$ cat config.mk
export PLATFORM = sky130hd
export DESIGN_NAME = bootrom_port_ctrl_flat
export DESIGN_NICKNAME = d
export VERILOG_FILES = /design/src/rtl/bootrom_port_ctrl_if.sv /design/src/rtl/bootrom_port_ctrl.sv /design/src/flat_wrapper.sv
export SDC_FILE = /design/constraint.sdc
export NUM_CORES = 1
export LEC_CHECK = 0
export CORE_ASPECT_RATIO = 2
export CORE_UTILIZATION = 32
export CTS_CLUSTER_DIAMETER = 40
export DETAILED_ROUTE_END_ITERATION = 6
export HOLD_SLACK_MARGIN = 0.05
export PLACE_DENSITY = 0.79
export SLEW_MARGIN = 5
export SYNTH_ARGS = -nofsm -noshare
export SYNTH_HDL_FRONTEND = slang
export SYNTH_SLANG_ARGS = --single-unit
$ cat constraint.sdc
create_clock -name clk -period 1.4 [get_ports clk]
set_clock_uncertainty 0.2 [all_clocks]
set_input_delay 0.28 -clock clk [delete_from_list [all_inputs] [get_ports clk]]
set_output_delay 0.28 -clock clk [all_outputs]
set_load 0.005 [all_outputs]
$ cat src/rtl/bootrom_port_ctrl_if.sv
// rtl/bootrom_port_ctrl_if.sv - CPU-side and ROM-side signal bundle for bootrom_port_ctrl
interface bootrom_port_ctrl_if #(
    parameter int AW = 9,
    parameter int DW = 32
);
    logic          i_req;
    logic [31:0]   i_addr;
    logic          i_ack;
    logic [DW-1:0] i_data;
    logic          d_req;
    logic          d_we;
    logic [31:0]   d_addr;
    logic          d_ack;
    logic [DW-1:0] d_data;
    logic          err;
    logic [1:0]    err_cause;
    logic          err_clr;
    logic          rom_ena;
    logic [AW-1:0] rom_addra;
    logic [DW-1:0] rom_doa;
    logic          rom_enb;
    logic [AW-1:0] rom_addrb;
    logic [DW-1:0] rom_dob;

    // Controller view.
    modport slave (
        input  i_req, i_addr, d_req, d_we, d_addr, err_clr, rom_doa, rom_dob,
        output i_ack, i_data, d_ack, d_data, err, err_cause,
        output rom_ena, rom_addra, rom_enb, rom_addrb
    );

    // Requester / ROM environment view.
    modport master (
        output i_req, i_addr, d_req, d_we, d_addr, err_clr, rom_doa, rom_dob,
        input  i_ack, i_data, d_ack, d_data, err, err_cause,
        input  rom_ena, rom_addra, rom_enb, rom_addrb
    );
endinterface

$ cat src/rtl/bootrom_port_ctrl.sv
// rtl/bootrom_port_ctrl.sv - dual-port boot ROM front end with req/ack handshake (optional BOOTROM_FETCH_PREFETCH_EN)
module bootrom_port_ctrl #(
    parameter int AW = 9,
    parameter int DW = 32
) (
    input  logic                clk,
    input  logic                rst,
    bootrom_port_ctrl_if.slave  bus
);

    typedef enum logic {IDLE, WAIT} state_t;

    state_t        i_state_q, d_state_q;
    logic          i_ack_q, d_ack_q;
    logic [DW-1:0] i_data_q, d_data_q;
    logic          d_wr_q;
    logic          err_q;
    logic [1:0]    cause_q, cause_d;

    logic [AW-1:0] i_idx, d_idx;
    logic          i_accept, d_accept;
    logic          i_mis, d_mis;
    logic          unused_ok;

    assign i_idx    = bus.i_addr[AW+1:2];
    assign d_idx    = bus.d_addr[AW+1:2];
    assign i_mis    = |bus.i_addr[1:0];
    assign d_mis    = |bus.d_addr[1:0];
    assign i_accept = (i_state_q == IDLE) && bus.i_req;
    assign d_accept = (d_state_q == IDLE) && bus.d_req;

    // Upper address bits are decoded upstream.
    assign unused_ok = ^{bus.i_addr[31:AW+2], bus.d_addr[31:AW+2]};

    assign bus.rom_enb   = d_accept && !bus.d_we;
    assign bus.rom_addrb = d_idx;

`ifdef BOOTROM_FETCH_PREFETCH_EN
    logic [AW-1:0] i_idx_q, pf_issue_idx_q, pf_tag_q, pf_idx;
    logic [DW-1:0] pf_buf_q;
    logic          pf_pend_q, pf_valid_q, pf_issue, pf_hit;

    assign pf_idx        = i_idx_q + 1'b1;
    assign pf_issue      = (i_state_q == IDLE) && !bus.i_req;
    assign pf_hit        = pf_valid_q && (pf_tag_q == i_idx);
    assign bus.rom_ena   = (i_accept && !pf_hit) || pf_issue;
    assign bus.rom_addra = bus.i_req ? i_idx : pf_idx;

    always_ff @(posedge clk) begin
        if (rst) begin
            i_state_q      <= IDLE;
            i_ack_q        <= 1'b0;
            i_data_q       <= '0;
            i_idx_q        <= '0;
            pf_issue_idx_q <= '0;
            pf_tag_q       <= '0;
            pf_buf_q       <= '0;
            pf_pend_q      <= 1'b0;
            pf_valid_q     <= 1'b0;
        end else begin
            i_ack_q        <= 1'b0;
            pf_pend_q      <= pf_issue;
            pf_issue_idx_q <= pf_idx;
            // The ROM word for an issued prefetch appears one cycle later.
            if (pf_pend_q) begin
                pf_valid_q <= 1'b1;
                pf_tag_q   <= pf_issue_idx_q;
                pf_buf_q   <= bus.rom_doa;
            end
            case (i_state_q)
                IDLE: if (bus.i_req) begin
                    i_idx_q <= i_idx;
                    if (pf_hit) begin
                        i_ack_q  <= 1'b1;
                        i_data_q <= pf_buf_q;
                    end else begin
                        i_state_q <= WAIT;
                    end
                end
                WAIT: begin
                    i_data_q  <= bus.rom_doa;
                    i_ack_q   <= 1'b1;
                    i_state_q <= IDLE;
                end
                default: i_state_q <= IDLE;
            endcase
        end
    end
`else
    assign bus.rom_ena   = i_accept;
    assign bus.rom_addra = i_idx;

    always_ff @(posedge clk) begin
        if (rst) begin
            i_state_q <= IDLE;
            i_ack_q   <= 1'b0;
            i_data_q  <= '0;
        end else begin
            i_ack_q <= 1'b0;
            case (i_state_q)
                IDLE: if (bus.i_req) i_state_q <= WAIT;
                WAIT: begin
                    i_data_q  <= bus.rom_doa;
                    i_ack_q   <= 1'b1;
                    i_state_q <= IDLE;
                end
                default: i_state_q <= IDLE;
            endcase
        end
    end
`endif

    always_ff @(posedge clk) begin
        if (rst) begin
            d_state_q <= IDLE;
            d_ack_q   <= 1'b0;
            d_data_q  <= '0;
            d_wr_q    <= 1'b0;
        end else begin
            d_ack_q <= 1'b0;
            case (d_state_q)
                IDLE: if (bus.d_req) begin
                    d_wr_q    <= bus.d_we;
                    d_state_q <= WAIT;
                end
                WAIT: begin
                    // A write completes the handshake but never touches the read data.
                    if (!d_wr_q) d_data_q <= bus.rom_dob;
                    d_ack_q   <= 1'b1;
                    d_state_q <= IDLE;
                end
                default: d_state_q <= IDLE;
            endcase
        end
    end

    // A clear coinciding with a new error still records the new error.
    always_comb begin
        cause_d = (bus.err_clr ? 2'b00 : cause_q)
                | {(i_accept && i_mis) || (d_accept && d_mis), d_accept && bus.d_we};
    end

    always_ff @(posedge clk) begin
        if (rst) begin
            cause_q <= 2'b00;
            err_q   <= 1'b0;
        end else begin
            cause_q <= cause_d;
            err_q   <= |cause_d;
        end
    end

    assign bus.i_ack     = i_ack_q;
    assign bus.i_data    = i_data_q;
    assign bus.d_ack     = d_ack_q;
    assign bus.d_data    = d_data_q;
    assign bus.err       = err_q;
    assign bus.err_cause = cause_q;

endmodule
$ cat src/flat_wrapper.sv
// flat-port wrapper written by rule: the top's interface ports become plain ports
module bootrom_port_ctrl_flat 
#(
    parameter int AW = 9,
    parameter int DW = 32
)
  (clk, rst, bus_i_req, bus_i_addr, bus_d_req, bus_d_we, bus_d_addr, bus_err_clr, bus_rom_doa, bus_rom_dob, bus_i_ack, bus_i_data, bus_d_ack, bus_d_data, bus_err, bus_err_cause, bus_rom_ena, bus_rom_addra, bus_rom_enb, bus_rom_addrb);
  bootrom_port_ctrl_if #(.AW(AW), .DW(DW)) bus_i ();
  input  logic clk;
  input  logic rst;
  input wire logic [$bits(bus_i.i_req)-1:0] bus_i_req;
  input wire logic [$bits(bus_i.i_addr)-1:0] bus_i_addr;
  input wire logic [$bits(bus_i.d_req)-1:0] bus_d_req;
  input wire logic [$bits(bus_i.d_we)-1:0] bus_d_we;
  input wire logic [$bits(bus_i.d_addr)-1:0] bus_d_addr;
  input wire logic [$bits(bus_i.err_clr)-1:0] bus_err_clr;
  input wire logic [$bits(bus_i.rom_doa)-1:0] bus_rom_doa;
  input wire logic [$bits(bus_i.rom_dob)-1:0] bus_rom_dob;
  output wire logic [$bits(bus_i.i_ack)-1:0] bus_i_ack;
  output wire logic [$bits(bus_i.i_data)-1:0] bus_i_data;
  output wire logic [$bits(bus_i.d_ack)-1:0] bus_d_ack;
  output wire logic [$bits(bus_i.d_data)-1:0] bus_d_data;
  output wire logic [$bits(bus_i.err)-1:0] bus_err;
  output wire logic [$bits(bus_i.err_cause)-1:0] bus_err_cause;
  output wire logic [$bits(bus_i.rom_ena)-1:0] bus_rom_ena;
  output wire logic [$bits(bus_i.rom_addra)-1:0] bus_rom_addra;
  output wire logic [$bits(bus_i.rom_enb)-1:0] bus_rom_enb;
  output wire logic [$bits(bus_i.rom_addrb)-1:0] bus_rom_addrb;
  assign bus_i.i_req = bus_i_req;
  assign bus_i.i_addr = bus_i_addr;
  assign bus_i.d_req = bus_d_req;
  assign bus_i.d_we = bus_d_we;
  assign bus_i.d_addr = bus_d_addr;
  assign bus_i.err_clr = bus_err_clr;
  assign bus_i.rom_doa = bus_rom_doa;
  assign bus_i.rom_dob = bus_rom_dob;
  assign bus_i_ack = bus_i.i_ack;
  assign bus_i_data = bus_i.i_data;
  assign bus_d_ack = bus_i.d_ack;
  assign bus_d_data = bus_i.d_data;
  assign bus_err = bus_i.err;
  assign bus_err_cause = bus_i.err_cause;
  assign bus_rom_ena = bus_i.rom_ena;
  assign bus_rom_addra = bus_i.rom_addra;
  assign bus_rom_enb = bus_i.rom_enb;
  assign bus_rom_addrb = bus_i.rom_addrb;
  bootrom_port_ctrl #(.AW(AW), .DW(DW)) u_core (.clk(clk), .rst(rst), .bus(bus_i));
endmodule
==> results.md <==
| Result | Value | Unit |
| --- | --- | --- |
| Crit path largest cell delay | 0.31 | ns |
| HPWL after detailed placement | 5.478 | mm |
| Starting Density | 0.3330 | - |
| CTS tree | done | - |
| Synthesis-to-layout area growth | 65.62 | % |
| Hold endpoint | u_core.bus.d_data[8] | - |
| Top-Level Pins | 223 | - |
| Sink count of the clock tree | 72 | - |
| Port Buffers | 144 | - |
| Die area | 8715 | sq um |
| Worst R2R Start | u_core.d_state_q | - |
| Reg-to-reg endpoint | u_core.bus.err | - |
| Most common library cell in the layout ignoring fill and taps | sky130_fd_sc_hd__clkdlybuf4s50_1 | - |
| Register area share after synthesis | 0.5411 | - |
| Post-route cell area | 4412 | sq um |
| Synth unique cells | 17 | - |
| Die Y-Extent | 131.0 | um |
| Routability cong. | 0.7626 | - |
| Largest fanout on the critical path | 2 | - |
| Final setup violation count | 1 | - |
| Worst R2R Path Depth | 5 | - |
| Minimum setup slack in the final design | -0.08722 | ns |
| Maximum number of pins on one net before global-route repair | 38 | - |
| Cells traversed along the worst timing path | nand2b_4 -> nor2_2 -> buf_2 | - |
| Count of nets left with antenna violations after detail routing | 0 | - |
| Number of antenna cells inserted | 0 | - |
| Via density per instance | 4.582 | - |
| Clock-pin slew on the worst setup and hold paths | 0.05 | ns |
| Seq cells post-synth | 72 | - |
| Leakage power figure | 1.830 | nW |
| Ys async rst share | 0 | - |
| Die W | 66.52 | um |
| Max-slew headroom | 0.9023 | - |
| Post-synthesis average cell area | 9.154 | sq um |
| Count of flip-flops with a built-in enable after synthesis | 0 | - |
| Post-place instance area | 4124 | sq um |
| DRC Markers | 0 | - |
| Max Fclk | 0.6724 | GHz |
| Fin. Hold Viols | 0 | - |
| Number of instances in the synthesized netlist | 291 | - |
| Cell at the root of the clock tree | sky130_fd_sc_hd__clkbuf_16 | - |
| Final period demand of the worst path | 1.487 | ns |
| Kind of path behind the tightest hold check | in2reg | - |
| Total wire length after detailed routing | 7.375 | mm |
| Remaining Overflow, GRT | 0 | - |
| Violations in the final reports | setup timing | - |
| Total Nets Final | 559 | - |
| Worst vdd ir | 1.016 | mV |
| Synthesized cell area | 2664 | sq um |
| Most frequent cells in the layout | sky130_fd_sc_hd__clkdlybuf4s50_1, sky130_fd_sc_hd__nand2_1, sky130_fd_sc_hd__dfxtp_1 | - |
| Arrival time of data at the critical path endpoint | 1.01 | ns |
| Post-synthesis net count | 425 | - |
| Most used flip-flop cell after synthesis | sky130_fd_sc_hd__dfxtp_1 | - |
| Count of H-tree levels built during CTS | 3 | - |
| Number of detailed-route iterations in the first pass | 4 | - |
| Vias in the first global route | 2424 | - |
| Launching element type of the critical path | flip-flop | - |
| Worst hold path cell count | 3 | - |
| Area of the core region | 8000 | sq um |
| Power Density | 1166 | nW/um^2 |
| Maximum clock insertion buffer count | 2 | - |
| Worst min-delay path startpoint | rst | - |
| Count of standard-cell rows | 46 | - |
| Data required time at the worst endpoint | 0.92 | ns |
| Number of slew-limit violations in the final report | 0 | - |
| Slew at the pin closest to its max-slew limit | 0.1425 | ns |
| R2r setup slk | 0.05 | ns |
| CTS Buf Count | 9 | - |
| Drt first-iter violations | 110 | - |
| Critical path type | reg2out | - |
| Setup repair after global routing missed its margin | true | - |
| Number of fill cells | 714 | - |
| Routed length per instance | 14.02 | um |
| Yosys warning total | 0 | - |
| Crit end category | output pin | - |
| Run status | complete, but fails checks | - |
| Clock insertion delay at the later pin of the skew report | 0.32 | ns |
| Max Cap Viol | 0 | - |
| Proportion of layout cells with a drive suffix above 1 | 0.1372 | - |
| Total routing resource utilization after global routing | 0.1760 | - |
| Via count | 2410 | - |
| Wire length of the first global-routing pass | 11.29 | mm |
| Antenna violations before repair | 0 | - |
| Share of the cycle needed by the critical path after routing | 1.062 | - |
| Placement Setup Slack | -0.5796 | ns |
| Worst-path cell with the longest stage delay | sky130_fd_sc_hd__dfxtp_1 | - |
[synthesized netlist by cell type (3+ instances only)]
library cell,number,share of area
sky130_fd_sc_hd__a21oi_1,35,0.066
sky130_fd_sc_hd__clkbuf_1,7,0.0099
sky130_fd_sc_hd__nor2b_1,3,0.0070
sky130_fd_sc_hd__buf_2,4,0.0075
sky130_fd_sc_hd__buf_6,3,0.013
sky130_fd_sc_hd__nand2b_1,4,0.0094
sky130_fd_sc_hd__dfxtp_1,72,0.54
sky130_fd_sc_hd__nand2_1,65,0.092
sky130_fd_sc_hd__nor2_1,37,0.052
sky130_fd_sc_hd__buf_4,23,0.065
sky130_fd_sc_hd__mux2i_1,32,0.12
[layer usage]
metal	wire [um]	GRT usage	share of wire
met4	269	0.1139	0.036
met5	0	0	0
met3	544	0.04774	0.074
met2	3837	0.2995	0.52
met1	2723	0.1867	0.37
[worst max-delay path, delay by kind of cell (launching register included)]
kind / cells / cell delay, ns
buf+inv: 1 / 0.14
flops: 1 / 0.31
simple gates: 2 / 0.24
[kinds of logic (layout without fill, tap and decap cells)]
kind of cell / count (synthesis) / count (layout) / synth area share
simple gates: 111 / 111 / 0.1682
mux: 32 / 32 / 0.1202
buf+inv: 38 / 177 / 0.09629
flops: 72 / 72 / 0.5411
compound gates: 38 / 38 / 0.07422
[flip-flops by register name, indices dropped and copies added, names as in the netlist]
name / cells
u_core.bus.d_data: 32
u_core.bus.i_data: 32
u_core.bus.err_cause: 2
u_core.bus.d_ack: 1
u_core.bus.err: 1
u_core.bus.i_ack: 1
u_core.d_state_q: 1
u_core.d_wr_q: 1
u_core.i_state_q: 1
[through the flow]
step / hold WS, ns / cells / util / TNS, ns / total power [mW]
floorplan: 0.2089 / 291 / - / 0 / 2.527
global placement: 0.2413 / 506 / 0.5155 / -1.448 / 2.951
detailed placement: 0.2468 / 506 / 0.5155 / -1.525 / 2.970
CTS: 0.1965 / 523 / 0.5449 / -0.1890 / 5.194
global route: 0.2135 / 526 / 0.5515 / -0.1762 / 5.365
finish: 0.2031 / 526 / 0.5515 / -0.08722 / 5.146
[area by class of cell]
type | instances | area [sq um] | area share
tap | 96 | 120.1 | 0.02723
sequential | 72 | 1455 | 0.3298
clock buffer | 13 | 260.3 | 0.05899
timing repair buffer | 160 | 1549 | 0.3511
inverter | 1 | 3.754 | 0.0008508
clock inverter | 3 | 40.04 | 0.009075
multi-input combinational | 181 | 983.4 | 0.2229
[power by group]
group | total [mW] | internal, mW | leakage [nW] | switching, mW
combinational | 0.682 | 0.423 | 1.09 | 0.259
clock | 2.26 | 1.47 | 0.150 | 0.792
sequential | 2.20 | 2.15 | 0.593 | 0.0481
total | 5.15 | 4.05 | 1.83 | 1.10
[worst max-delay path by stage]
stage,from,to,slack (ns),cells past startpoint
finish,u_core.d_state_q,bus_rom_enb,-0.09,3
global route,u_core.d_state_q,bus_rom_enb,-0.13,3
floorplan,u_core.i_state_q,u_core.bus.i_data[10],0.23,4
detailed placement,bus_d_req,bus_rom_enb,-0.58,4
CTS,bus_d_req,bus_rom_enb,-0.18,4
global placement,bus_d_req,bus_rom_enb,-0.57,4
[what timing repair did]
action	in CTS	in global routing
gates resized for setup	97	60
pin swaps	0	1
setup endpoints to repair	72	54
hold buffers	0	0
buffers inserted	1	3
(Power assumes the default switching activity.)
